### config.mk
export PLATFORM = sky130hd
export DESIGN_NAME = apb4_master
export DESIGN_NICKNAME = d
export VERILOG_FILES = /design/src/rtl/apb4_master.sv
export SDC_FILE = /design/constraint.sdc
export NUM_CORES = 1
export LEC_CHECK = 0
export CELL_PAD_IN_SITES_DETAIL_PLACEMENT = 1
export CELL_PAD_IN_SITES_GLOBAL_PLACEMENT = 2
export CORE_MARGIN = 2
export CORE_UTILIZATION = 24
export DETAILED_ROUTE_END_ITERATION = 6
export PLACE_DENSITY_LB_ADDON = 0.1
export SLEW_MARGIN = 0
export SYNTH_ARGS = -nofsm -noshare
export SYNTH_HDL_FRONTEND = slang
export SYNTH_SLANG_ARGS = --single-unit
export TNS_END_PERCENT = 30
### constraint.sdc
create_clock -name PCLK -period 2.3 [get_ports PCLK]
set_input_delay 0.46 -clock PCLK [delete_from_list [all_inputs] [get_ports PCLK]]
set_output_delay 0.46 -clock PCLK [all_outputs]
set_load 0.02 [all_outputs]
### src/rtl/apb4_master.sv
// APB4 master bridging a valid/ready command/response pair onto a single APB4 bus.
// One transfer in flight at a time; optional ACCESS-phase timeout aborts stalled slaves.
module apb4_master #(
    parameter int unsigned ADDR_WIDTH = 32,
    parameter int unsigned DATA_WIDTH = 32,
    parameter int unsigned TIMEOUT    = 16
) (
    input  logic                    PCLK,
    input  logic                    PRESETn,

    input  logic                    cmd_valid,
    output logic                    cmd_ready,
    input  logic                    cmd_write,
    input  logic [ADDR_WIDTH-1:0]   cmd_addr,
    input  logic [DATA_WIDTH-1:0]   cmd_wdata,
    input  logic [DATA_WIDTH/8-1:0] cmd_strb,
    input  logic [2:0]              cmd_prot,

    output logic                    rsp_valid,
    input  logic                    rsp_ready,
    output logic [DATA_WIDTH-1:0]   rsp_rdata,
    output logic                    rsp_err,
    output logic                    rsp_timeout,

    output logic                    PSEL,
    output logic                    PENABLE,
    output logic                    PWRITE,
    output logic [ADDR_WIDTH-1:0]   PADDR,
    output logic [DATA_WIDTH-1:0]   PWDATA,
    output logic [DATA_WIDTH/8-1:0] PSTRB,
    output logic [2:0]              PPROT,
    input  logic [DATA_WIDTH-1:0]   PRDATA,
    input  logic                    PREADY,
    input  logic                    PSLVERR
);

    localparam int unsigned STRB_WIDTH = DATA_WIDTH / 8;
    localparam int unsigned CNT_WIDTH  = (TIMEOUT == 0) ? 1 : $clog2(TIMEOUT + 1);
    localparam bit          TIMEOUT_EN = (TIMEOUT != 0);
    // Count value seen on the last permitted stalled ACCESS cycle.
    localparam logic [CNT_WIDTH-1:0] CNT_LAST = CNT_WIDTH'(TIMEOUT - 1);

    typedef enum logic [1:0] {
        StIdle,
        StSetup,
        StAccess,
        StResp
    } state_e;

    state_e                  state_q, state_d;
    logic [CNT_WIDTH-1:0]    cnt_q, cnt_d;
    logic                    pwrite_q, pwrite_d;
    logic [ADDR_WIDTH-1:0]   paddr_q, paddr_d;
    logic [DATA_WIDTH-1:0]   pwdata_q, pwdata_d;
    logic [STRB_WIDTH-1:0]   pstrb_q, pstrb_d;
    logic [2:0]              pprot_q, pprot_d;
    logic [DATA_WIDTH-1:0]   rsp_rdata_q, rsp_rdata_d;
    logic                    rsp_err_q, rsp_err_d;
    logic                    rsp_timeout_q, rsp_timeout_d;

    always_comb begin
        state_d       = state_q;
        cnt_d         = cnt_q;
        pwrite_d      = pwrite_q;
        paddr_d       = paddr_q;
        pwdata_d      = pwdata_q;
        pstrb_d       = pstrb_q;
        pprot_d       = pprot_q;
        rsp_rdata_d   = rsp_rdata_q;
        rsp_err_d     = rsp_err_q;
        rsp_timeout_d = rsp_timeout_q;

        unique case (state_q)
            StIdle: begin
                if (cmd_valid) begin
                    pwrite_d = cmd_write;
                    paddr_d  = cmd_addr;
                    pwdata_d = cmd_write ? cmd_wdata : '0;
                    pstrb_d  = cmd_write ? cmd_strb : '0;
                    pprot_d  = cmd_prot;
                    cnt_d    = '0;
                    state_d  = StSetup;
                end
            end
            StSetup: begin
                state_d = StAccess;
            end
            StAccess: begin
                if (PREADY) begin
                    rsp_rdata_d   = pwrite_q ? '0 : PRDATA;
                    rsp_err_d     = PSLVERR;
                    rsp_timeout_d = 1'b0;
                    state_d       = StResp;
                end else if (TIMEOUT_EN && (cnt_q == CNT_LAST)) begin
                    rsp_rdata_d   = '0;
                    rsp_err_d     = 1'b1;
                    rsp_timeout_d = 1'b1;
                    state_d       = StResp;
                end else if (cnt_q != {CNT_WIDTH{1'b1}}) begin
                    // Saturate rather than wrap when the timeout is disabled.
                    cnt_d = cnt_q + 1'b1;
                end
            end
            StResp: begin
                if (rsp_ready) begin
                    state_d = StIdle;
                end
            end
            default: begin
                state_d = StIdle;
            end
        endcase
    end

    always_ff @(posedge PCLK or negedge PRESETn) begin
        if (!PRESETn) begin
            state_q       <= StIdle;
            cnt_q         <= '0;
            pwrite_q      <= 1'b0;
            paddr_q       <= '0;
            pwdata_q      <= '0;
            pstrb_q       <= '0;
            pprot_q       <= '0;
            rsp_rdata_q   <= '0;
            rsp_err_q     <= 1'b0;
            rsp_timeout_q <= 1'b0;
        end else begin
            state_q       <= state_d;
            cnt_q         <= cnt_d;
            pwrite_q      <= pwrite_d;
            paddr_q       <= paddr_d;
            pwdata_q      <= pwdata_d;
            pstrb_q       <= pstrb_d;
            pprot_q       <= pprot_d;
            rsp_rdata_q   <= rsp_rdata_d;
            rsp_err_q     <= rsp_err_d;
            rsp_timeout_q <= rsp_timeout_d;
        end
    end

    // PRESETn gates cmd_ready so nothing is offered while reset is asserted.
    assign cmd_ready   = (state_q == StIdle) && PRESETn;
    assign PSEL        = (state_q == StSetup) || (state_q == StAccess);
    assign PENABLE     = (state_q == StAccess);
    assign PWRITE      = pwrite_q;
    assign PADDR       = paddr_q;
    assign PWDATA      = pwdata_q;
    assign PSTRB       = pstrb_q;
    assign PPROT       = pprot_q;
    assign rsp_valid   = (state_q == StResp);
    assign rsp_rdata   = rsp_rdata_q;
    assign rsp_err     = rsp_err_q;
    assign rsp_timeout = rsp_timeout_q;

endmodule

* Word-level counts from Yosys, hierarchy flattened
Cells that the tools add are included.
** Operators by class
- Equality and inequality tests :: 11
- Muxes and demuxes :: 18
- Reductions and logical operators :: 9
- Add/sub/neg operators :: 1
** Operators with widths (number)
- $mux 32 :: 4
- $mux 5 :: 4
- $pmux 5 s2 :: 1
- $mux 2 :: 4
- $pmux 2 s4 :: 1
- $ne 2x2->1 const B :: 3
- $add 5x1->5 const B :: 1
- $eq 5x4->1 const B :: 1
- $ne 5x5->1 const B :: 1
- $reduce_and 5->1 :: 1
- $eq 2x2->1 const B :: 2
- $mux 4 :: 1
- $ne 2x1->1 const B :: 2
- $reduce_and 2->1 :: 2
- $reduce_bool 2->1 :: 2
- $mux 1 :: 3
- $ne 3x1->1 const B :: 1
- $reduce_and 3->1 :: 1
- $eq 2x1->1 const B :: 1
- $logic_not 2->1 :: 1
- $logic_and 1x1->1 :: 1
- $logic_or 1x1->1 :: 1
** Storage, ports and cells
- Flip-flop bits (word level) :: 113
- Output and inout port bits :: 110
- Input bits :: 110

* Longest topological paths before layout
Gate-level depths: netlist of run 1.
- Depth after elaboration :: 5
- Depth in mapped cells :: 8
- Gate-level depth less buffers :: 6

* Worst setup path after synthesis of run 1
OpenSTA, ideal clock, no wires.
- Path type :: reg2reg
- Start :: register cnt_q[0]
- End :: register state_q[1]
- Slack :: 407 ps
- Buffers on the path :: 0
- Stages on the path, launching flop included :: 7
- Arrival time :: 1768 ps
- Cells stage by stage :: dfrtp_1 ha_1 and3_1 ha_1 or3b_1 o211a_1 mux2_4
** Between the ends
- Word-level cells in the longest chain between the ends :: 3
** RTL lines
- start, declared :: line 51 : logic [CNT_WIDTH-1:0] cnt_q, cnt_d;
- start signal, assigned :: line 129 : cnt_q <= cnt_d;
- $eq 5x4->1 :: line 94 : end else if (TIMEOUT_EN && (cnt_q == CNT_LAST)) begin
- $ne 3x1->1 (no source line)
- $reduce_and 3->1 (no source line)
- end signal, assigned :: line 117 : state_q <= StIdle;
- end signal, assigned :: line 128 : state_q <= state_d;
- end, declared :: line 50 : state_e state_q, state_d;
No other way between the ends.
A chain may end at the register's enable or synchronous reset.

* Worst setup path after layout of run 1
- Start :: register cnt_q[0]
- End :: register cnt_q[2]
** Between the ends
- Word-level cells in the longest chain between the ends :: 5
- Elaborated cells on any way between the ends :: 10
** RTL lines
- $add 5x1->5 :: line 101 : cnt_d = cnt_q + 1'b1;
- $mux 5 :: line 99 : end else if (cnt_q != {CNT_WIDTH{1'b1}}) begin
- $mux 5 :: line 94
- $mux 5 :: line 89 : if (PREADY) begin
- $pmux 5 s2 :: line 73 : unique case (state_q)
Several ways; a longest one is shown, not always the timed one. The select of a mux whose other input is x is not followed.

==> key figures, run 1 <==
Run status
  • Status: finished clean

Timing
  • Final setup viols: 0
  • Rel. slew slack: 52.9%
  • Worst slew pin tran: a little over 0.7 ns
  • Achievable frequency: about 0.48 GHz
  • Setup TNS: 0 ns
  • Worst hold slack: ~0.13 ns
  • Final hold violation count: 0
  • Tcrit/Tclk final: 91.1%
  • Tmin final: approximately 2.1 ns
  • Max Slew Vio Count: 0
  • Post-route clock skew: between 0.006 and 0.007 ns
  • RSZ-0062 raised after global routing: false
  • Fin worst setup slack: roughly 0.21 ns

Synthesis
  • Share of Yosys cell area claimed by the top area cell type: ~63%
  • Area of the mapped netlist: approximately 0.0045 mm²
  • FFs w/ async S/R, synth: 100%
  • Post-synth cell types: 32
  • Synth Warn #: 0
  • Number of flops mapped to enable cells by yosys: 0
  • Synth Register Bits: approximately 110
  • Seq/Total Area, Yosys: around 63%
  • Main area contributors after synthesis: dfrtp_1 (63%), mux2_2 (9.0%), nand2_1 (8.7%), o21ai_0 (6.2%), a22o_1 (3.3%)
  • Most frequent cells after synthesis: dfrtp_1 (113), nand2_1 (104), o21ai_0 (56), mux2_2 (36), a22o_1 (17)
  • Syn Area/Cell: ~11 µm²
  • Top-count cell post-synth: dfrtp_1
  • Syn Nets: just over 500
  • Primary FF master, synth: dfrtp_1
  • Cell taking the most area after synthesis: dfrtp_1
  • Cells after synthesis: ~400

Power
  • P_int: just over 7 mW
  • Switch share: 35.6%
  • Reg power frac: between 30% and 40%
  • Pwr dens: 1470 mW/mm²
  • Clk network pwr share: 24.4%
  • Power share of the combinational group: between 40% and 50%
  • P_leak: between 3 and 4 nW
  • Max rail drop VDD: about 0.00052 V
  • Sw Pwr: about 4 mW

Critical path
  • Worst Setup End Kind: flip-flop
  • CP Data Required Time: around 2.6 ns
  • Setup crit start kind: flip-flop
  • Critical path arrival: roughly 2.4 ns
  • Worst Path Max Fanout: 5
  • WS Path Type: reg2reg

CTS
  • CTS tree: built
  • Total CTS buffers: 17
  • Number of setup buffers added after CTS: 0
  • Clock sink count: ~110
  • CTS H-tree lvls: 4
  • CTS clk-pin slew, worst paths: approximately 0.06 ns
  • Clk Latency, worst-skew pair: around 0.4 ns
  • CTS root buf: clkbuf_16
  • Post-cts resize count: 5
  • CTS Buffer Depth: 2
  • Hold_buf cts: 0

Global routing
  • Pin count of the biggest net entering global routing: about 110
  • First-pass GRT wire length: 22200 µm
  • GRT busiest layer: met2
  • Total global-route track usage: around 15%
  • Initial antenna violation count: 0
  • GRT overflow: 0
  • Vias in the first global route: 3969
  • GR Layer Usage met1: between 10% and 20%
  • Met2 Usage GRT: a little under a quarter
  • GR Util met3: approximately 6.4%

Placed design
  • Setup WS pre-CTS: ~0.21 ns
  • Final HPWL DP: just under 10000 µm
  • Placement Cell Area: 0.00700 mm²
  • Gpl congestion: 0.711
  • I/O Buffers: roughly 220

Die
  • Die Ht: about 140 µm
  • Row cnt: 50
  • Core box area: approximately 0.019 mm²
  • DIE AREA: about 0.020 mm²
  • Initial Util: ~24%
  • # IOs: between 200 and 250
  • Die X-Extent: between 100 and 150 µm

Finish
  • Share of layout cells above drive strength 1: between 10% and 20%
  • Area Overhead vs Synth: 69.2%
  • Final #Nets: roughly 730
  • Design area: 0.00761 mm²

Detailed routing
  • DRT antenna net count: 0
  • DRC violations left: 0
  • Final wirelength: ~14000 µm
  • Pre-antenna DRT Iters: 3
  • Vias: 3682
  • Wire per inst: around 16 µm
  • Starting DRT DRC Count: approximately 140
  • Routed vias/inst: 4.26

Worst hold path
  • Worst hold path type: in2async

Run
  • Max cap viols: 0
path summary, 6_finish.rpt:
path / slack, ns / cells past startpoint / start / to
setup / recovery: 0.21 / 6 / cnt_q[0]$_DFFE_PN0P_ / cnt_q[2]$_DFFE_PN0P_
hold / removal: 0.13 / 2 / PRESETn / rsp_rdata[4]$_DFFE_PN0P_
setup reg to reg: 0.21 / 6 / cnt_q[0]$_DFFE_PN0P_ / cnt_q[2]$_DFFE_PN0P_
hold reg to reg: 0.48 / 2 / PWDATA[30]$_DFFE_PN0P_ / PWDATA[30]$_DFFE_PN0P_
max in group asynchronous: 1.58 / 2 / PRESETn / PWRITE$_DFFE_PN0P_
min in group PCLK: 0.48 / 2 / PWDATA[30]$_DFFE_PN0P_ / PWDATA[30]$_DFFE_PN0P_
cells in the final DEF, fill, tap and decap left out, types with 5 or more instances in the layout:
master and instances:
ha_1 5, clkdlybuf4s50_1 215, inv_1 7, clkbuf_16 17
dfrtp_1 113, mux2_2 36, o21ai_0 55, clkinvlp_4 5
nand2_1 103, a22o_1 17, buf_4 7
critical path: stages, from the launching register on:
cell	delay (ns)
dfrtp_1	0.39
ha_1	0.23
and3_1	0.21
ha_1	0.26
or4b_1	0.50
a21oi_2	0.24
a31oi_1	0.13
flip-flops by register name, summed over array words and instances (netlist names):
register	flops
PSTRB	4
PWRITE	1
rsp_err	1
state_q	2
PWDATA	32
cnt_q	5
PPROT	3
PADDR	32
rsp_timeout	1
rsp_rdata	32
layout make-up:
type	instances	area, µm²
Inverter	7	26.3
Clock inverter	13	160
Tap cell	234	293
Clock buffer	19	453
Antenna cell	1	2.50
Timing Repair Buffer	229	2310
Multi-Input combinational cell	248	1540
Fill cell	1979	11000
Sequential cell	113	2830
per-layer routing:
metal | vias up | routed length [µm]
met1 | 1762 | 6160
li1 | 1775 | -
met3 | 14 | 1110
met5 | - | 0
met4 | 0 | 172
met2 | 131 | 6610
power by group through the flow:
| stage | clock network (mW) | registers [mW] | logic [mW] |
|---|---|---|---|
| final | 2.72 | 3.41 | 5.02 |
| after CTS | 2.82 | 3.43 | 5.12 |
| after floorplan | 0 | 4.51 | 1.40 |
| after detailed placement | 0 | 3.45 | 5.11 |
| after global routing | 2.93 | 3.55 | 5.38 |
| after global placement | 0 | 3.40 | 5.04 |
kinds of logic after synthesis:
kind of cell               after synthesis  synth area share [%]
DFF                                    113                  62.8
muxes                                   37                  9.34
adders and majority gates                7                  1.95
buffers and inverters                   32                  3.48
and+or+nand+nor                        121                  11.2
AOI/OAI and AO/OA                       83                  11.2
stage by stage:
stage          total power, mW  std cells  util (%)
2_1_floorplan             5.91        393         -
3_3_place_gp              8.44        831      37.6
3_5_place_dp              8.57        831      37.6
4_1_cts                   11.4        863      41.0
5_1_grt                   11.9        863      41.0
6_report                  11.2        864      41.0
(Power assumes the default switching activity.)
==> inputs of run 2 (changes only) <==
--- a/config.mk
+++ b/config.mk
@@ -8,8 +8,10 @@
 export CELL_PAD_IN_SITES_DETAIL_PLACEMENT = 1
 export CELL_PAD_IN_SITES_GLOBAL_PLACEMENT = 2
 export CORE_MARGIN = 2
-export CORE_UTILIZATION = 24
+export CORE_UTILIZATION = 25
 export DETAILED_ROUTE_END_ITERATION = 6
+export DONT_BUFFER_PORTS = 1
+export HOLD_SLACK_MARGIN = 0.02
 export PLACE_DENSITY_LB_ADDON = 0.1
 export SLEW_MARGIN = 0
 export SYNTH_ARGS = -nofsm -noshare
==> run 2 against run 1 <==
  * The flow now finishes with violations (hold timing)
  * Routed wire length fell by 15%
  * Total power fell by 18%
  * First-iteration DRC count fell by 29%
  * Non-clock buffer count fell by 223
  * Largest power group is now sequential cells
  * Register-to-register slack got worse by 0.02 ns
==> key figures, run 2 (synthesized netlist as in run 1, its figures left out) <==
Critical path
  • CP Data Required Time: ~2.6 ns
  • WS Path Type: reg2reg
  • Worst Path Max Fanout: 5
  • Critical path arrival: between 2 and 2.5 ns
  • Worst Setup End Kind: flip-flop
  • Setup crit start kind: flip-flop

Global routing
  • GRT overflow: 0
  • Pin count of the biggest net entering global routing: 115
  • Initial antenna violation count: 0
  • Vias in the first global route: just over 3000
  • Total global-route track usage: between 10% and 20%
  • First-pass GRT wire length: roughly 19000 µm

Power
  • P_leak: around 2.4 nW
  • P_int: around 5.5 mW
  • Max rail drop VDD: approximately 0.00051 V
  • Pwr dens: 1710 mW/mm²
  • Switch share: between 30% and 40%
  • Sw Pwr: approximately 3.6 mW
  • Total power: roughly 9.2 mW
  • Power share of the combinational group: around 18%
  • Reg power frac: about half
  • Clk network pwr share: between 30% and 40%

Detailed routing
  • Wire per inst: around 19 µm
  • Starting DRT DRC Count: 102
  • DRC violations left: 0
  • Routed vias/inst: 4.58
  • Final wirelength: about 12000 µm
  • Vias: roughly 2900
  • Pre-antenna DRT Iters: 4
  • DRT antenna net count: 0

Timing
  • RSZ-0062 raised after global routing: false
  • Setup TNS: 0 ns
  • Post-route clock skew: roughly 0.011 ns
  • Max Slew Vio Count: 0
  • Tcrit/Tclk final: around 90%
  • Tmin final: roughly 2.1 ns
  • Rel. slew slack: 69.4%
  • Fin worst setup slack: about 0.19 ns
  • Worst hold slack: -0.258 ns
  • Final hold violation count: around 110
  • Achievable frequency: about 0.47 GHz
  • Worst slew pin tran: roughly 0.46 ns
  • Final setup viols: 0

CTS
  • CTS tree: built
  • Clk Latency, worst-skew pair: between 0.4 and 0.5 ns
  • Post-cts resize count: 0
  • Total CTS buffers: 17
  • Number of setup buffers added after CTS: 0
  • Clock sink count: roughly 110
  • CTS clk-pin slew, worst paths: 0.06 ns
  • CTS Buffer Depth: 2
  • CTS H-tree lvls: 4
  • CTS root buf: clkbuf_16

Die
  • # IOs: 220
  • Initial Util: around a quarter
  • Die X-Extent: between 100 and 150 µm
  • DIE AREA: ~0.019 mm²
  • Core box area: roughly 0.018 mm²
  • Row cnt: between 40 and 50
  • Die Ht: approximately 140 µm

Finish
  • Commonest cells after routing, fill and taps aside: dfrtp_1 (113), nand2_1 (103), o21ai_0 (55), mux2_2 (36)
  • Most common cell after layout, fill and taps aside: dfrtp_1
  • Ant. Diodes: 0
  • Share of layout cells above drive strength 1: between 10% and 20%
  • Area Overhead vs Synth: 19.1%
  • Final #Nets: 510
  • Fin util: ~30%

Placed design
  • I/O Buffers: 0
  • Final HPWL DP: 8170 µm
  • Gpl congestion: 0.687
  • Setup WS pre-CTS: 0.173 ns

Run status
  • Status: finished, violations left
  • Failing checks: hold timing

Worst hold path
  • Worst hold path type: in2async

Run
  • Max cap viols: 0
-- run 2: per-stage QoR --
step                      cell area, µm²  instances  hold WS [ns]
after floorplan                     4500        393         0.164
after global placement              4740        603         0.167
after detailed placement            4740        603         0.168
after CTS                           5360        635        -0.281
after global routing                5360        635        -0.291
final                               5360        635        -0.258
-- run 2: final cells by class --
| cell class | instances | area (µm²) |
|---|---|---|
| inverters | 7 | 26.3 |
| repair buffers | 6 | 70.1 |
| fillers | 1977 | 12400 |
| well taps | 229 | 287 |
| flip-flops and latches | 113 | 2830 |
| clock inverters | 11 | 153 |
| multi-input cells | 248 | 1530 |
| clock buffers | 21 | 470 |
-- run 2: critical path, stage by stage (launching register included) --
cell and delay, ns:
dfrtp_1 0.40, ha_1 0.23, and3_1 0.20, ha_1 0.25, or4b_1 0.51, a21oi_2 0.27
a31oi_1 0.12
-- run 2: final timing paths --
path,startpoint,endpoint,slack (ns),cells past startpoint
setup / recovery,cnt_q[0]$_DFFE_PN0P_,cnt_q[2]$_DFFE_PN0P_,0.19,6
hold / removal,PRESETn,rsp_rdata[4]$_DFFE_PN0P_,-0.26,0
setup reg to reg,cnt_q[0]$_DFFE_PN0P_,cnt_q[2]$_DFFE_PN0P_,0.19,6
hold reg to reg,cnt_q[2]$_DFFE_PN0P_,cnt_q[2]$_DFFE_PN0P_,0.53,1
max in group asynchronous,PRESETn,cnt_q[2]$_DFFE_PN0P_,2.36,0
min in group PCLK,PREADY,rsp_timeout$_DFFE_PN0P_,0.14,1
-- run 2: power groups by stage --
| stage | Combinational, mW | Clock, mW | Sequential, mW |
|---|---|---|---|
| 3_5_place_dp | 1.70 | 0 | 4.82 |
| 6_report | 1.65 | 2.75 | 4.75 |
| 3_3_place_gp | 1.61 | 0 | 4.81 |
| 4_1_cts | 1.69 | 2.83 | 4.80 |
| 2_1_floorplan | 1.40 | 0 | 4.51 |
| 5_1_grt | 1.90 | 2.93 | 4.89 |
-- run 2: layer usage --
metal,routed length [µm],part of all wire (%),track usage (%),vias up
li1,-,-,-,1333
met1,4970,42,15.6,1427
met2,5580,47,19.0,132
met3,1140,9.6,6.44,16
met4,226,1.9,5.53,0
met5,0,0,0,-
